**src/rtl/pe_array_flex.sv**
```systemverilog
// LANES-wide mixed-radix butterfly array with shared mode, handshake and a mode-switch interlock.
// Modular multiplier is MUL_LAT registers deep; results leave through one registered output stage.
package pe_array_flex_pkg;
  typedef enum logic [2:0] {
    MODE_NTT     = 3'd0,
    MODE_INTT    = 3'd1,
    MODE_CWM     = 3'd2,
    MODE_CODECO1 = 3'd3,
    MODE_CODECO2 = 3'd4,
    MODE_ADDSUB  = 3'd5
  } pe_mode_e;
endpackage

module pe_array_flex
  import pe_array_flex_pkg::*;
#(
  parameter int LANES       = 4,
  parameter int COEFF_WIDTH = 12,
  parameter int Q           = 3329,
  parameter int MUL_LAT     = 3
) (
  input  logic                         clk,
  input  logic                         rst,
  input  pe_mode_e                     mode_i,
  input  logic                         valid_i,
  output logic                         ready_o,
  input  logic [LANES*COEFF_WIDTH-1:0] a_i,
  input  logic [LANES*COEFF_WIDTH-1:0] b_i,
  input  logic [LANES*COEFF_WIDTH-1:0] w_i,
  input  logic [LANES*COEFF_WIDTH-1:0] tf_i,
  output logic [LANES*COEFF_WIDTH-1:0] u_o,
  output logic [LANES*COEFF_WIDTH-1:0] v_o,
  output pe_mode_e                     mode_o,
  output logic                         valid_o,
  output logic                         busy_o
);
  localparam int W  = COEFF_WIDTH;
  localparam int DW = LANES * W;
  localparam int CW = $clog2(MUL_LAT + 2);

  typedef enum logic [1:0] {S_RESET_HOLD, S_IDLE, S_RUN, S_DRAIN} state_e;

  function automatic logic [W-1:0] add_q(input logic [W-1:0] x, input logic [W-1:0] y);
    logic [W:0] s;
    s = {1'b0, x} + {1'b0, y};
    return (s >= (W+1)'(Q)) ? W'(s - (W+1)'(Q)) : s[W-1:0];
  endfunction

  function automatic logic [W-1:0] sub_q(input logic [W-1:0] x, input logic [W-1:0] y);
    return (x >= y) ? (x - y) : W'({1'b0, x} + (W+1)'(Q) - {1'b0, y});
  endfunction

  function automatic logic [W-1:0] half_q(input logic [W-1:0] x);
    logic [W:0] t;
    t = {1'b0, x} + (x[0] ? (W+1)'(Q) : (W+1)'(0));
    return t[W:1];
  endfunction

  function automatic logic [W-1:0] mul_q(input logic [W-1:0] x, input logic [W-1:0] y);
    logic [2*W-1:0] p;
    p = {{W{1'b0}}, x} * {{W{1'b0}}, y};
    return W'(p % (2*W)'(Q));
  endfunction

  state_e          r_state, w_state_nxt;
  pe_mode_e        r_cur, w_mode;
  logic [CW-1:0]   r_cnt, w_cnt_nxt;
  logic            w_acc;

  logic [DW-1:0]   r_p [MUL_LAT];
  logic [DW-1:0]   r_s [MUL_LAT];
  logic            r_v [MUL_LAT];
  pe_mode_e        r_t [MUL_LAT];

  logic [DW-1:0]   w_prod, w_side, w_u_as, w_v_as, w_u_mul, w_v_mul, w_pd, w_sd;
  logic            w_vd, w_emit_as, w_emit_cd, w_emit_mul;
  pe_mode_e        w_td;

  always_comb begin
    w_mode = MODE_ADDSUB;
    case (mode_i)
      MODE_NTT, MODE_INTT, MODE_CWM, MODE_CODECO1, MODE_CODECO2: w_mode = mode_i;
      default: w_mode = MODE_ADDSUB;
    endcase
  end

  always_comb begin
    w_state_nxt = r_state;
    ready_o     = 1'b0;
    if (!rst && r_state != S_RESET_HOLD)
      ready_o = (r_cnt == '0) || (w_mode == r_cur);
    w_acc     = valid_i && ready_o;
    w_cnt_nxt = r_cnt + CW'(w_acc) - CW'(valid_o);
    if (r_state == S_RESET_HOLD)       w_state_nxt = S_IDLE;
    else if (w_cnt_nxt == '0)          w_state_nxt = S_IDLE;
    else if (valid_i && !w_acc)        w_state_nxt = S_DRAIN;
    else                               w_state_nxt = S_RUN;
  end

  always_ff @(posedge clk) begin
    if (rst) begin
      r_state <= S_RESET_HOLD;
      r_cnt   <= '0;
      r_cur   <= MODE_ADDSUB;
    end else begin
      r_state <= w_state_nxt;
      r_cnt   <= w_cnt_nxt;
      if (w_acc) r_cur <= w_mode;
    end
  end

  assign busy_o = (r_cnt != '0);

  for (genvar k = 0; k < LANES; k++) begin : g_lane
    logic [W-1:0] w_a, w_b, w_wsel, w_pl, w_sl;
    logic         w_last_intt;
    assign w_a    = a_i[k*W +: W];
    assign w_b    = b_i[k*W +: W];
    assign w_wsel = (w_mode == MODE_CWM || w_mode == MODE_CODECO2) ? tf_i[k*W +: W] : w_i[k*W +: W];
    // INTT multiplies the difference, so the twiddle product is aligned with the acceptance cycle.
    assign w_prod[k*W +: W] = mul_q((w_mode == MODE_INTT) ? sub_q(w_a, w_b) : w_b, w_wsel);
    assign w_side[k*W +: W] = (w_mode == MODE_INTT) ? half_q(add_q(w_a, w_b)) : w_a;
    assign w_u_as[k*W +: W] = add_q(w_a, w_b);
    assign w_v_as[k*W +: W] = sub_q(w_a, w_b);
    assign w_pl        = r_p[MUL_LAT-1][k*W +: W];
    assign w_sl        = r_s[MUL_LAT-1][k*W +: W];
    assign w_last_intt = (r_t[MUL_LAT-1] == MODE_INTT);
    assign w_u_mul[k*W +: W] = w_last_intt ? w_sl : add_q(w_sl, w_pl);
    assign w_v_mul[k*W +: W] = w_last_intt ? w_pl : sub_q(w_sl, w_pl);
  end

  // CODECO taps the value entering the last multiplier stage to finish one cycle early.
  if (MUL_LAT == 1) begin : g_tap_in
    assign w_pd = w_prod;
    assign w_sd = w_side;
    assign w_vd = w_acc;
    assign w_td = w_mode;
  end else begin : g_tap_pipe
    assign w_pd = r_p[MUL_LAT-2];
    assign w_sd = r_s[MUL_LAT-2];
    assign w_vd = r_v[MUL_LAT-2];
    assign w_td = r_t[MUL_LAT-2];
  end

  always_ff @(posedge clk) begin
    r_p[0] <= w_prod;
    r_s[0] <= w_side;
    for (int unsigned i = 1; i < MUL_LAT; i++) begin
      r_p[i] <= r_p[i-1];
      r_s[i] <= r_s[i-1];
    end
  end

  always_ff @(posedge clk) begin
    if (rst) begin
      for (int unsigned i = 0; i < MUL_LAT; i++) begin
        r_v[i] <= 1'b0;
        r_t[i] <= pe_mode_e'(3'd0);
      end
    end else begin
      r_v[0] <= w_acc;
      r_t[0] <= w_mode;
      for (int unsigned i = 1; i < MUL_LAT; i++) begin
        r_v[i] <= r_v[i-1];
        r_t[i] <= r_t[i-1];
      end
    end
  end

  assign w_emit_as  = w_acc && (w_mode == MODE_ADDSUB);
  assign w_emit_cd  = w_vd && (w_td == MODE_CODECO1 || w_td == MODE_CODECO2);
  assign w_emit_mul = r_v[MUL_LAT-1] &&
                      (r_t[MUL_LAT-1] == MODE_NTT || r_t[MUL_LAT-1] == MODE_INTT ||
                       r_t[MUL_LAT-1] == MODE_CWM);

  always_ff @(posedge clk) begin
    if (rst) begin
      valid_o <= 1'b0;
      u_o     <= '0;
      v_o     <= '0;
      mode_o  <= pe_mode_e'(3'd0);
    end else begin
      valid_o <= w_emit_as || w_emit_cd || w_emit_mul;
      if (w_emit_as) begin
        u_o    <= w_u_as;
        v_o    <= w_v_as;
        mode_o <= MODE_ADDSUB;
      end else if (w_emit_cd) begin
        u_o    <= w_sd;
        v_o    <= w_pd;
        mode_o <= w_td;
      end else if (w_emit_mul) begin
        u_o    <= w_u_mul;
        v_o    <= w_v_mul;
        mode_o <= r_t[MUL_LAT-1];
      end
    end
  end
endmodule

```
**config.mk**
```make
export PLATFORM = sky130hd
export DESIGN_NAME = pe_array_flex
export DESIGN_NICKNAME = d
export VERILOG_FILES = /design/src/rtl/pe_array_flex.sv
export SDC_FILE = /design/constraint.sdc
export NUM_CORES = 2
export LEC_CHECK = 0
export CAP_MARGIN = 25
export CORE_ASPECT_RATIO = 0.9
export CORE_MARGIN = 1.5
export CORE_UTILIZATION = 40
export CTS_CLUSTER_DIAMETER = 100
export CTS_CLUSTER_SIZE = 14
export DETAILED_ROUTE_END_ITERATION = 6
export GPL_ROUTABILITY_DRIVEN = 0
export SYNTH_ARGS = -nofsm -noshare
export SYNTH_HDL_FRONTEND = slang
export SYNTH_SLANG_ARGS = --single-unit
```
**constraint.sdc**
```tcl
create_clock -name clk -period 27.9 [get_ports clk]
set_input_delay 4.185 -clock clk [delete_from_list [all_inputs] [get_ports clk]]
set_output_delay 4.185 -clock clk [all_outputs]
set_load 0.01 [all_outputs]
```
==> run summary <==
Register area share after synthesis: 11.1%
CTS Root Cell: clkbuf_16
Initial antenna violation count: 17
Status: complete, no violations
Max_cap viols: 0
Final Util: 43.9%
First-pass GRT wire length: 381000 µm
Cell Area, Synth: 0.0738 mm²
DR vias: 72.0k
Vias in the first global route: 67.1k
Slew Limit Fails: 0
# rows: 149
Final setup viols: 0
Register Area: 0.00817 mm²
Routed WL per cell: 19.8 µm
Max stage delay cell, worst path: or4_1
Die Ht: 410 µm
Vias per cell: 5.85
TritonCTS clock tree: done
Synth area leaders: fa_1 (13%), dfxtp_1 (11%), ha_1 (10%)
Syn Inst Count: 9859
Die Area: 0.187 mm²
Worst EP arrival: 27.14 ns
Total gr overflow: 0
Cells after DPL: 12.3k
Clock-pin slew on the worst setup and hold paths: 0.07 ns
Non-filler instance count after layout: 12.3k
EDFF count, synth: 0
Buf/Inv on CP: 8
CP Max Fanout: 22
Clock tree buffer depth: 3
Drt pass-1 iters: 7
H-tree lvl count: 2
Initial Utilization: 40.3%
Synth warn: 0
Io pins: 300
Slowest stage delay, CP: 0.66 ns
Worst-skew pair later-pin latency: 0.57 ns
Post-layout min period: 26.67 ns
Clock skew: 0.0432 ns
CTS Hold Bufs: 0
Routed wl met2: 107000 µm
Distinct cells, synth: 153
CP required: 28.37 ns
Finished Cell Area: 0.0805 mm²
Die Wd: 456 µm
Fin crit share: 95.6%
Syn nets: 11.1k
Most common cell on crit path: fa_1
Area Growth Syn to Fin: 9.06%
Share of cells above drive strength 1: 5.88%
CP delay by family, top: compound AO/OA/AOI/OAI gates
DRT iter0 DRCs: 6700
Pin count of the biggest net entering global routing: 82
Area leader, netlist: fa_1
Max Freq: 0.0375 GHz
Final Hold Vio Count: 0
Top cell type's share of synthesized area: 13.1%
TritonCTS Buffers: 35
Multi-input gate area: 0.0608 mm²
Async S/R FF share, synth: 0%
Worst R2R Setup Slack: 22.85 ns
Drt drc: 0
Hold Path Class: flop to flop
DRT antenna net count: 0
HPWL after DPL: 199000 µm
Sink Count: 408
Yosys reg bits: 408
Core area: 0.183 mm²
Final wirelength: 243000 µm
Detailed route wirelength on metal3: 15300 µm
# fillers: 18.5k
Slew margin rel.: 32.1%
Nets: 11.2k
Total GRT Usage: 24.9%
CP endpoint kind: flop
Average size of a mapped cell: 7.48 µm²
I/O Buffers: 299
Most common flop cell mapped by yosys: dfxtp_1
Highest routed layer: met5
Setup crit start kind: primary input
Crit Path Class: primary input to flop
Worst-Margin Slew: 1.01 ns
Dpl cell area: 0.0789 mm²
Wl on met1: 115000 µm
synthesized netlist by cell type, types with 60 or more instances:
cell type	n
nor2_1	1073
nand2_1	1052
inv_1	948
ha_1	602
a21oi_1	548
xnor2_1	530
fa_1	481
o21ai_0	433
dfxtp_1	408
clkbuf_1	334
nor3_1	237
xor2_1	236
and2_1	232
nand3_1	224
a211oi_1	180
o211ai_1	157
a31oi_1	126
a21o_1	98
and3_1	98
mux2i_1	92
nand4_1	87
mux2_2	79
or3_1	76
nor4_1	75
o21a_1	70
a311oi_1	62
o21bai_1	62
nand2b_1	60
per-stage QoR:
step	hold WS, ns	setup TNS (ns)	setup WS (ns)
finish	0.309	0	1.23
global route	0.304	-0.129	-0.0409
CTS	0.296	0	0.530
detailed placement	0.312	-0.00682	-0.00682
global placement	0.311	0	0.821
floorplan	0.310	0	3.54
cells by family after synthesis:
kind of cell	count (synthesis)	synth area share (%)
flip-flops	408	11.1
multiplexers	189	2.75
AO/OA/AOI/OAI	2495	23.6
adder cells (fa/ha/maj)	1097	23.5
buffers and inverters	1382	7.30
AND/OR/NAND/NOR	3517	22.6
XOR/XNOR	771	9.20
registers in the layout, summed over array words and instances, names as in the netlist, 3 cells and up:
name	cells
r_cnt	3
r_cur	3
v_o	48
r_v	3
mode_o	3
u_o	48
r_p	144
r_s	144
r_t	9
layout make-up:
type / count / area share (%)
timing repair buffer: 421 / 4.89
clock buffer: 37 / 1.14
antenna: 12 / 0.0373
tap: 2416 / 3.76
clock inverter: 3 / 0.0451
sequential: 408 / 10.2
multi-input combinational: 8069 / 75.6
inverter: 951 / 4.44
path summary, 6_finish.rpt:
path                                   end   startpoint  cells past startpoint
worst max register to register     u_o[14]  r_p[0][109]                     27
worst min register to register  r_s[0][90]   r_s[0][42]                      0
worst max-delay path            r_p[0][19]      a_i[12]                     79
worst min-delay path            r_s[0][90]   r_s[0][42]                      0
metal layers:
layer / global-route usage, % / vias to the layer above
met3: 1.98 / 243
met4: 6.79 / 6
met2: 38.8 / 2506
li1: - / 34500
met1: 36.4 / 34800
met5: 0 / -
timing repair:
item / 4_1_cts / 5_1_grt
buffers inserted: 0 / 11
setup endpoints to repair: 0 / 48
resized for setup: 0 / 94
placed cells by master (no fill, tap or decap), types with 74 or more instances in the layout:
cell type / n
a211oi_1: 177
a21o_1: 98
a21oi_1: 541
a31oi_1: 124
and2_1: 228
and3_1: 97
buf_4: 121
clkdlybuf4s50_1: 298
dfxtp_1: 408
fa_1: 481
ha_1: 602
inv_1: 948
mux2_2: 79
mux2i_1: 87
nand2_1: 1048
nand3_1: 222
nand4_1: 87
nor2_1: 1069
nor3_1: 234
o211ai_1: 157
o21ai_0: 417
or3_1: 74
xnor2_1: 519
xor2_1: 235
Power is left out: the tool's default activity adds up to more than one toggle a clock period on the data nets, which glitch-free logic cannot reach.
